## src/rtl/rom_upload_if.sv

```systemverilog
// rom_upload_if: bundle of the ioctl upload handshake and the ROM RAM read side.
//
// master: host/ROM environment. Drives the ioctl request and returns ROM RAM
//         read data.
// slave : the readback engine (rom_upload). Drives the ROM read address and
//         select and answers the ioctl request.
//
// Signals:
//   ioctl_upload   upload session active
//   ioctl_rd       one-cycle byte request
//   ioctl_addr     byte address, sampled with ioctl_rd
//   ioctl_din      returned byte
//   ioctl_wait     high while a request is in progress
//   rom_addr       read address to the ROM RAMs (PROMs use [8:0])
//   rom_sel        one-hot select {ep1,ep2,ep3,ep4,ep5,cp1,cp2,cp3}
//   ep1_q..ep5_q   EPROM read data
//   cp1_q..cp3_q   colour PROM read data (4 bits)
//   csum           running checksum, only with ROM_UPLOAD_CSUM_EN defined
interface rom_upload_if;
   logic        ioctl_upload;
   logic        ioctl_rd;
   logic [24:0] ioctl_addr;
   logic [7:0]  ioctl_din;
   logic        ioctl_wait;
   logic [14:0] rom_addr;
   logic [7:0]  rom_sel;
   logic [7:0]  ep1_q;
   logic [7:0]  ep2_q;
   logic [7:0]  ep3_q;
   logic [7:0]  ep4_q;
   logic [7:0]  ep5_q;
   logic [3:0]  cp1_q;
   logic [3:0]  cp2_q;
   logic [3:0]  cp3_q;
`ifdef ROM_UPLOAD_CSUM_EN
   logic [15:0] csum;
`endif

   modport master (
      output ioctl_upload, ioctl_rd, ioctl_addr,
      output ep1_q, ep2_q, ep3_q, ep4_q, ep5_q, cp1_q, cp2_q, cp3_q,
`ifdef ROM_UPLOAD_CSUM_EN
      input  csum,
`endif
      input  ioctl_din, ioctl_wait, rom_addr, rom_sel
   );

   modport slave (
      input  ioctl_upload, ioctl_rd, ioctl_addr,
      input  ep1_q, ep2_q, ep3_q, ep4_q, ep5_q, cp1_q, cp2_q, cp3_q,
`ifdef ROM_UPLOAD_CSUM_EN
      output csum,
`endif
      output ioctl_din, ioctl_wait, rom_addr, rom_sel
   );
endinterface

```

## src/rtl/rom_upload.sv

```systemverilog
// rom_upload: readback engine for the ROM image in the download-clock domain.
//
// Serves ioctl upload requests by reading one byte from the read port of the
// five 32 KiB EPROM RAMs or three 512-entry colour PROM RAMs. Address map:
//   0x00000-0x27FFF  EPROM 1..5 (32 KiB each)
//   0x28000-0x285FF  colour PROM 1..3 (512 nibbles each, zero-extended)
// Addresses at or above IMG_LEN select nothing and return 8'h00.
//
// Parameters:
//   RD_LAT   ROM RAM read latency in cycles, legal 1..3
//   IMG_LEN  image length in bytes
//
// Ports:
//   CLK_DL   download clock
//   RST_N    asynchronous active-low reset
//   bus      rom_upload_if.slave (ioctl handshake + ROM RAM read side)
//
// Optional feature: define ROM_UPLOAD_CSUM_EN to add the 16-bit wrap-around
// checksum of every returned byte on bus.csum, cleared on each rising edge of
// ioctl_upload.
//
// Timing (request in cycle T): T+1 wait high with rom_addr/rom_sel valid,
// ioctl_din valid and wait low at T+2+RD_LAT; a new request is accepted in
// that same cycle.
module rom_upload #(
   parameter int unsigned RD_LAT  = 1,
   parameter int unsigned IMG_LEN = 'h28600
) (
   input logic         CLK_DL,
   input logic         RST_N,
   rom_upload_if.slave bus
);

   typedef enum logic [1:0] {StIdle, StFetch, StResp} state_e;

   localparam logic [1:0] LatInit = 2'(RD_LAT);

   state_e      state_q, state_d;
   logic [1:0]  cnt_q, cnt_d;
   logic        wait_q, wait_d;
   logic [14:0] addr_q, addr_d;
   logic [7:0]  sel_q, sel_d;
   logic [7:0]  din_q, din_d;

   logic        req;
   logic [31:0] addr_ext;
   logic [7:0]  sel_dec;
   logic [7:0]  rd_byte;

   assign req      = bus.ioctl_upload & bus.ioctl_rd;
   assign addr_ext = {7'd0, bus.ioctl_addr};

   // Region decode of the incoming request address.
   always_comb begin
      sel_dec = 8'h00;
      if (addr_ext < IMG_LEN) begin
         if (addr_ext < 32'h0000_8000) begin
            sel_dec = 8'h80;
         end else if (addr_ext < 32'h0001_0000) begin
            sel_dec = 8'h40;
         end else if (addr_ext < 32'h0001_8000) begin
            sel_dec = 8'h20;
         end else if (addr_ext < 32'h0002_0000) begin
            sel_dec = 8'h10;
         end else if (addr_ext < 32'h0002_8000) begin
            sel_dec = 8'h08;
         end else if (addr_ext < 32'h0002_8200) begin
            sel_dec = 8'h04;
         end else if (addr_ext < 32'h0002_8400) begin
            sel_dec = 8'h02;
         end else if (addr_ext < 32'h0002_8600) begin
            sel_dec = 8'h01;
         end
      end
   end

   // Read data mux; an all-zero select (out of range) yields 8'h00.
   always_comb begin
      rd_byte = 8'h00;
      unique case (sel_q)
         8'h80:   rd_byte = bus.ep1_q;
         8'h40:   rd_byte = bus.ep2_q;
         8'h20:   rd_byte = bus.ep3_q;
         8'h10:   rd_byte = bus.ep4_q;
         8'h08:   rd_byte = bus.ep5_q;
         8'h04:   rd_byte = {4'h0, bus.cp1_q};
         8'h02:   rd_byte = {4'h0, bus.cp2_q};
         8'h01:   rd_byte = {4'h0, bus.cp3_q};
         default: rd_byte = 8'h00;
      endcase
   end

   // State register.
   always_ff @(posedge CLK_DL or negedge RST_N) begin
      if (!RST_N) begin
         state_q <= StIdle;
         cnt_q   <= 2'd0;
      end else begin
         state_q <= state_d;
         cnt_q   <= cnt_d;
      end
   end

   // Next-state logic. The counter is loaded with RD_LAT when the address is
   // issued and reaches 0 in the cycle the RAM output becomes valid (RESP).
   always_comb begin
      state_d = state_q;
      cnt_d   = cnt_q;
      unique case (state_q)
         StIdle: begin
            if (req) begin
               state_d = StFetch;
               cnt_d   = LatInit;
            end
         end
         StFetch: begin
            if (!bus.ioctl_upload) begin
               state_d = StIdle;
            end else begin
               cnt_d = cnt_q - 2'd1;
               if (cnt_q == 2'd1) begin
                  state_d = StResp;
               end
            end
         end
         StResp: begin
            state_d = StIdle;
         end
         default: begin
            state_d = StIdle;
         end
      endcase
   end

   // Output next-state logic; every output is registered.
   always_comb begin
      wait_d = wait_q;
      addr_d = addr_q;
      sel_d  = sel_q;
      din_d  = din_q;
      unique case (state_q)
         StIdle: begin
            if (req) begin
               wait_d = 1'b1;
               addr_d = bus.ioctl_addr[14:0];
               sel_d  = sel_dec;
            end
         end
         StFetch: begin
            // Abort: drop the request but keep the last returned byte.
            if (!bus.ioctl_upload) begin
               wait_d = 1'b0;
               sel_d  = 8'h00;
            end
         end
         StResp: begin
            din_d  = rd_byte;
            wait_d = 1'b0;
            sel_d  = 8'h00;
         end
         default: begin
            wait_d = 1'b0;
            sel_d  = 8'h00;
         end
      endcase
   end

   always_ff @(posedge CLK_DL or negedge RST_N) begin
      if (!RST_N) begin
         wait_q <= 1'b0;
         addr_q <= 15'd0;
         sel_q  <= 8'h00;
         din_q  <= 8'h00;
      end else begin
         wait_q <= wait_d;
         addr_q <= addr_d;
         sel_q  <= sel_d;
         din_q  <= din_d;
      end
   end

   assign bus.ioctl_din  = din_q;
   assign bus.ioctl_wait = wait_q;
   assign bus.rom_addr   = addr_q;
   assign bus.rom_sel    = sel_q;

`ifdef ROM_UPLOAD_CSUM_EN
   logic        upload_q;
   logic [15:0] csum_q, csum_d;
   logic        resp_fire;

   assign resp_fire = (state_q == StResp);

   // Session start clears; only completed responses are accumulated, so an
   // aborted fetch never touches the sum.
   always_comb begin
      csum_d = csum_q;
      if (bus.ioctl_upload && !upload_q) begin
         csum_d = 16'h0000;
      end else if (resp_fire) begin
         csum_d = csum_q + {8'h00, rd_byte};
      end
   end

   always_ff @(posedge CLK_DL or negedge RST_N) begin
      if (!RST_N) begin
         upload_q <= 1'b0;
         csum_q   <= 16'h0000;
      end else begin
         upload_q <= bus.ioctl_upload;
         csum_q   <= csum_d;
      end
   end

   assign bus.csum = csum_q;
`endif

endmodule

```

## src/flat_wrapper.sv

```systemverilog
// flat-port wrapper written by rule: the top's interface ports become plain ports
module rom_upload_flat 
#(
   parameter int unsigned RD_LAT  = 1,
   parameter int unsigned IMG_LEN = 'h28600
)
  (CLK_DL, RST_N, bus_ioctl_upload, bus_ioctl_rd, bus_ioctl_addr, bus_ep1_q, bus_ep2_q, bus_ep3_q, bus_ep4_q, bus_ep5_q, bus_cp1_q, bus_cp2_q, bus_cp3_q, bus_ioctl_din, bus_ioctl_wait, bus_rom_addr, bus_rom_sel);
  rom_upload_if bus_i ();
  input logic CLK_DL;
  input logic RST_N;
  input wire logic [$bits(bus_i.ioctl_upload)-1:0] bus_ioctl_upload;
  input wire logic [$bits(bus_i.ioctl_rd)-1:0] bus_ioctl_rd;
  input wire logic [$bits(bus_i.ioctl_addr)-1:0] bus_ioctl_addr;
  input wire logic [$bits(bus_i.ep1_q)-1:0] bus_ep1_q;
  input wire logic [$bits(bus_i.ep2_q)-1:0] bus_ep2_q;
  input wire logic [$bits(bus_i.ep3_q)-1:0] bus_ep3_q;
  input wire logic [$bits(bus_i.ep4_q)-1:0] bus_ep4_q;
  input wire logic [$bits(bus_i.ep5_q)-1:0] bus_ep5_q;
  input wire logic [$bits(bus_i.cp1_q)-1:0] bus_cp1_q;
  input wire logic [$bits(bus_i.cp2_q)-1:0] bus_cp2_q;
  input wire logic [$bits(bus_i.cp3_q)-1:0] bus_cp3_q;
  output wire logic [$bits(bus_i.ioctl_din)-1:0] bus_ioctl_din;
  output wire logic [$bits(bus_i.ioctl_wait)-1:0] bus_ioctl_wait;
  output wire logic [$bits(bus_i.rom_addr)-1:0] bus_rom_addr;
  output wire logic [$bits(bus_i.rom_sel)-1:0] bus_rom_sel;
  assign bus_i.ioctl_upload = bus_ioctl_upload;
  assign bus_i.ioctl_rd = bus_ioctl_rd;
  assign bus_i.ioctl_addr = bus_ioctl_addr;
  assign bus_i.ep1_q = bus_ep1_q;
  assign bus_i.ep2_q = bus_ep2_q;
  assign bus_i.ep3_q = bus_ep3_q;
  assign bus_i.ep4_q = bus_ep4_q;
  assign bus_i.ep5_q = bus_ep5_q;
  assign bus_i.cp1_q = bus_cp1_q;
  assign bus_i.cp2_q = bus_cp2_q;
  assign bus_i.cp3_q = bus_cp3_q;
  assign bus_ioctl_din = bus_i.ioctl_din;
  assign bus_ioctl_wait = bus_i.ioctl_wait;
  assign bus_rom_addr = bus_i.rom_addr;
  assign bus_rom_sel = bus_i.rom_sel;
  rom_upload #(.RD_LAT(RD_LAT), .IMG_LEN(IMG_LEN)) u_core (.CLK_DL(CLK_DL), .RST_N(RST_N), .bus(bus_i));
endmodule
```

## config.mk

```make
export PLATFORM = sky130hd
export DESIGN_NAME = rom_upload_flat
export DESIGN_NICKNAME = d
export VERILOG_FILES = /design/src/rtl/rom_upload_if.sv /design/src/rtl/rom_upload.sv /design/src/flat_wrapper.sv
export SDC_FILE = /design/constraint.sdc
export NUM_CORES = 1
export LEC_CHECK = 0
export CAP_MARGIN = 20
export CORE_MARGIN = 3
export CORE_UTILIZATION = 37
export CTS_CLUSTER_DIAMETER = 60
export CTS_CLUSTER_SIZE = 20
export DETAILED_ROUTE_END_ITERATION = 8
export GPL_TIMING_DRIVEN = 0
export PLACE_DENSITY = 0.86
export SYNTH_ARGS = -nofsm -noshare
export SYNTH_HDL_FRONTEND = slang
export SYNTH_SLANG_ARGS = --single-unit
```

## constraint.sdc

```tcl
create_clock -name CLK_DL -period 2.4 [get_ports CLK_DL]
set_clock_uncertainty 0.2 [all_clocks]
set_input_delay 0.72 -clock CLK_DL [delete_from_list [all_inputs] [get_ports CLK_DL]]
set_output_delay 0.72 -clock CLK_DL [all_outputs]
set_load 0.02 [all_outputs]
```

==> results.json <==
{
  "cp_max_fo": 2,
  "hold_violations": 0,
  "areaGrowthSynthToFinish_pct": 77.9,
  "seqPwrFrac": 0.379,
  "cts_max_level": 2,
  "crit_arrival_ns": 2.38,
  "timing.final.ws_setup_ns": 0.00428,
  "root_buffer": "clkbuf_8",
  "synth_fp_nets": 253,
  "cts_tree": "built",
  "power_density_mw_per_mm2": 702,
  "grtUsageMet1": 0.254,
  "syn_area_per_cell_um2": 10.7,
  "worstPathRequired_ns": 2.39,
  "leakage_nw": 1.30,
  "route.detailed.drc": 0,
  "chipHeight_um": 76.4,
  "avgViaCountPerCell": 5.34,
  "synthCells": 171,
  "setup_violations": 0,
  "min_path_cells": 1,
  "muxShareOfSynthArea": 0.0920,
  "yosysTopAreaCellShare": 0.491,
  "drt_iter0_drc": 78,
  "synthTopCellsByArea": "dfrtp_1 (49%), mux2_2 (9.2%), a22oi_1 (4.9%)",
  "r2r-end": "u_core.bus.ioctl_din[1]",
  "place_ws_ns": -0.570,
  "yosysTopAreaCell": "dfrtp_1",
  "drv_cap": 0,
  "worstSetupEndpointType": "flop",
  "internal_power_mw": 1.57,
  "antenna_found_initial": 0,
  "start_util": 0.402,
  "combPwrFrac": 0.391,
  "io_pins": 113,
  "slew_headroom": 0.468,
  "routed_wl_mm": 5.89,
  "ctsHoldBuffers": 0,
  "r2r_slack_ns": 0.12,
  "synth.distinct_cells": 32,
  "async_flop_share": 1.00,
  "grt_pass1_vias": 1993,
  "synth-adder-area-share": 0.00682,
  "netlist_area_mm2": 0.00184,
  "crit_path_end": "u_core.bus.rom_sel[2]",
  "layout-drive-gt1-share": 0.157,
  "synth-xor-area-share": 0,
  "yosysMostFrequentCell": "dfrtp_1",
  "fmax_ghz": 0.417,
  "antenna_cells": 0,
  "grt-busiest-layer": "met2",
  "dp_hpwl_mm": 4.70,
  "ys_ff_latch": 36,
  "dieArea_mm2": 0.00584,
  "post_drt_wl_per_cell_um": 16.5,
  "coreArea_mm2": 0.00456,
  "crit_type": "in -> reg",
  "cts_max_path_buffers": 2,
  "grt_util_met2": 0.315,
  "crit_start": "bus_ioctl_addr[13]",
  "path_clk_slew_ns": 0.08,
  "reg2reg_from": "u_core.bus.rom_sel[1]",
  "run_status": "finished, final reports clean",
  "power.share.clock": 0.230,
  "switchingPower_mw": 0.722,
  "synth-compound-area-share": 0.230,
  "gp_congestion": 0.788,
  "rows": 24,
  "synth-edff-count": 0,
  "grt_pass1_wl_mm": 9.68,
  "hp-class": "reg -> reg",
  "critPathLaunchType": "input port",
  "yosysSeqAreaShare": 0.491,
  "met3_usage": 0.104,
  "detail-route-antenna-nets": 0,
  "io_buffers": 112,
  "final-instance-count-excl-fill": 358,
  "post-route-period-util": 0.998,
  "grt_use_total": 0.206,
  "ys_top_cells_by_count": "dfrtp_1 (36), nand2_1 (16), mux2_2 (15), a22oi_1 (12), a22o_1 (10)",
  "grt_max_degree": 37,
  "synth_top_family_by_area": "compound AO/OA/AOI/OAI gates",
  "synth_ff_type": "dfrtp_1",
  "r2r_cells": 6,
  "yosysWarnings": 0,
  "cts.sinks": 36,
  "yosys.area_share.simple": 0.163,
  "ir_drop_v": 0.000588,
  "p_total_mw": 2.29,
  "layout.nets": 374,
  "worst_pin_slew_ns": 0.798,
  "overflow": 0,
  "cts_buffers": 5,
  "dr_total_vias": 1911,
  "slew_viol_final": 0,
  "swShare": 0.315,
  "finalCriticalPeriod_ns": 2.40,
  "dieWidth_um": 76.4,
  "drt-pass1-iter-count": 6,
  "worstSkewPairLatency_ns": 0.29,
  "dp_cells": 348
}
cell type report:
| type | count | area [um2] |
|---|---|---|
| buffer | 6 | 33.8 |
| clock buffer | 5 | 68.8 |
| clock inverter | 3 | 42.5 |
| fill | 340 | 1300 |
| inverter | 2 | 7.51 |
| multi-input combinational | 127 | 996 |
| sequential | 36 | 903 |
| tap | 65 | 81.3 |
| timing repair buffer | 114 | 1130 |
power by group through the flow:
| stage | logic, mW | clock network, mW | registers [mW] |
|---|---|---|---|
| 2_1_floorplan | 0.199 | 0 | 1.06 |
| 3_3_place_gp | 0.877 | 0 | 0.870 |
| 3_5_place_dp | 0.891 | 0 | 0.881 |
| 4_1_cts | 0.900 | 0.545 | 0.869 |
| 5_1_grt | 0.959 | 0.568 | 0.893 |
| 6_report | 0.896 | 0.527 | 0.869 |
metal layers:
layer	wire, um	vias to the layer above	share of wire
met4	107	0	0.018
met1	2450	873	0.42
met2	2550	121	0.43
met3	786	10	0.13
met5	0	-	0
li1	-	907	-
worst min path at each step:
stage | end | from | slack, ns
finish | u_core.bus.ioctl_wait | u_core.bus.ioctl_wait | 0.28
global route | u_core.bus.ioctl_wait | u_core.bus.ioctl_wait | 0.30
CTS | u_core.bus.ioctl_wait | u_core.bus.ioctl_wait | 0.29
detailed placement | u_core.bus.ioctl_wait | u_core.bus.ioctl_wait | 0.27
global placement | u_core.bus.ioctl_wait | u_core.bus.ioctl_wait | 0.26
floorplan | u_core.bus.ioctl_din[0] | RST_N | 0.22
layout by cell type, fill, tap and decap left out, types with 3 or more instances in the layout:
| cell type | n |
|---|---|
| a221oi_1 | 4 |
| a22o_1 | 10 |
| a22oi_1 | 12 |
| a32o_1 | 3 |
| buf_4 | 3 |
| clkbuf_8 | 5 |
| clkdlybuf4s50_1 | 106 |
| dfrtp_1 | 34 |
| dlygate4sd2_1 | 3 |
| mux2_2 | 15 |
| nand2_1 | 15 |
| nand2b_1 | 6 |
| nor2_1 | 5 |
| nor2b_1 | 5 |
| nor3_1 | 4 |
| nor4_4 | 4 |
| o21ai_0 | 6 |
| o21ai_1 | 8 |
| o22ai_1 | 4 |
| o2bb2ai_1 | 4 |
| or4_4 | 3 |
kinds of logic after synthesis:
group	Yosys count
compound gates	58
fa+ha+maj	1
simple gates	53
flops	36
buf+inv	8
mux	15
flip-flops by register name, indices dropped and copies added (netlist names):
signal                 flops
u_core.bus.rom_addr       15
u_core.bus.ioctl_din       8
u_core.bus.rom_sel         8
u_core.cnt_q               2
u_core.state_q             2
u_core.bus.ioctl_wait      1
critical path: stages:
cell             delay, ns
clkdlybuf4s50_1       0.41
or3_4                 0.37
or3_4                 0.36
nor2_4                0.14
nand3_2               0.10
o31ai_1               0.26
timing repair:
action | CTS | global route
pin swaps | 4 | 3
endpoints found under the setup margin | 23 | 24
resized for setup | 12 | 15
buffers inserted | 1 | 1
metrics by stage:
step           hold slack (ns)  cell area (um2)  setup TNS [ns]  utilization
6_report                 0.284             3270               0        0.715
5_1_grt                  0.296             3270         -0.0106        0.715
4_1_cts                  0.287             3190          -0.204        0.698
3_5_place_dp             0.270             3030           -8.78        0.664
3_3_place_gp             0.258             3040          -20.82        0.666
2_1_floorplan            0.224             1840               0            -
No activity file was read; power rests on OpenSTA's default activity.
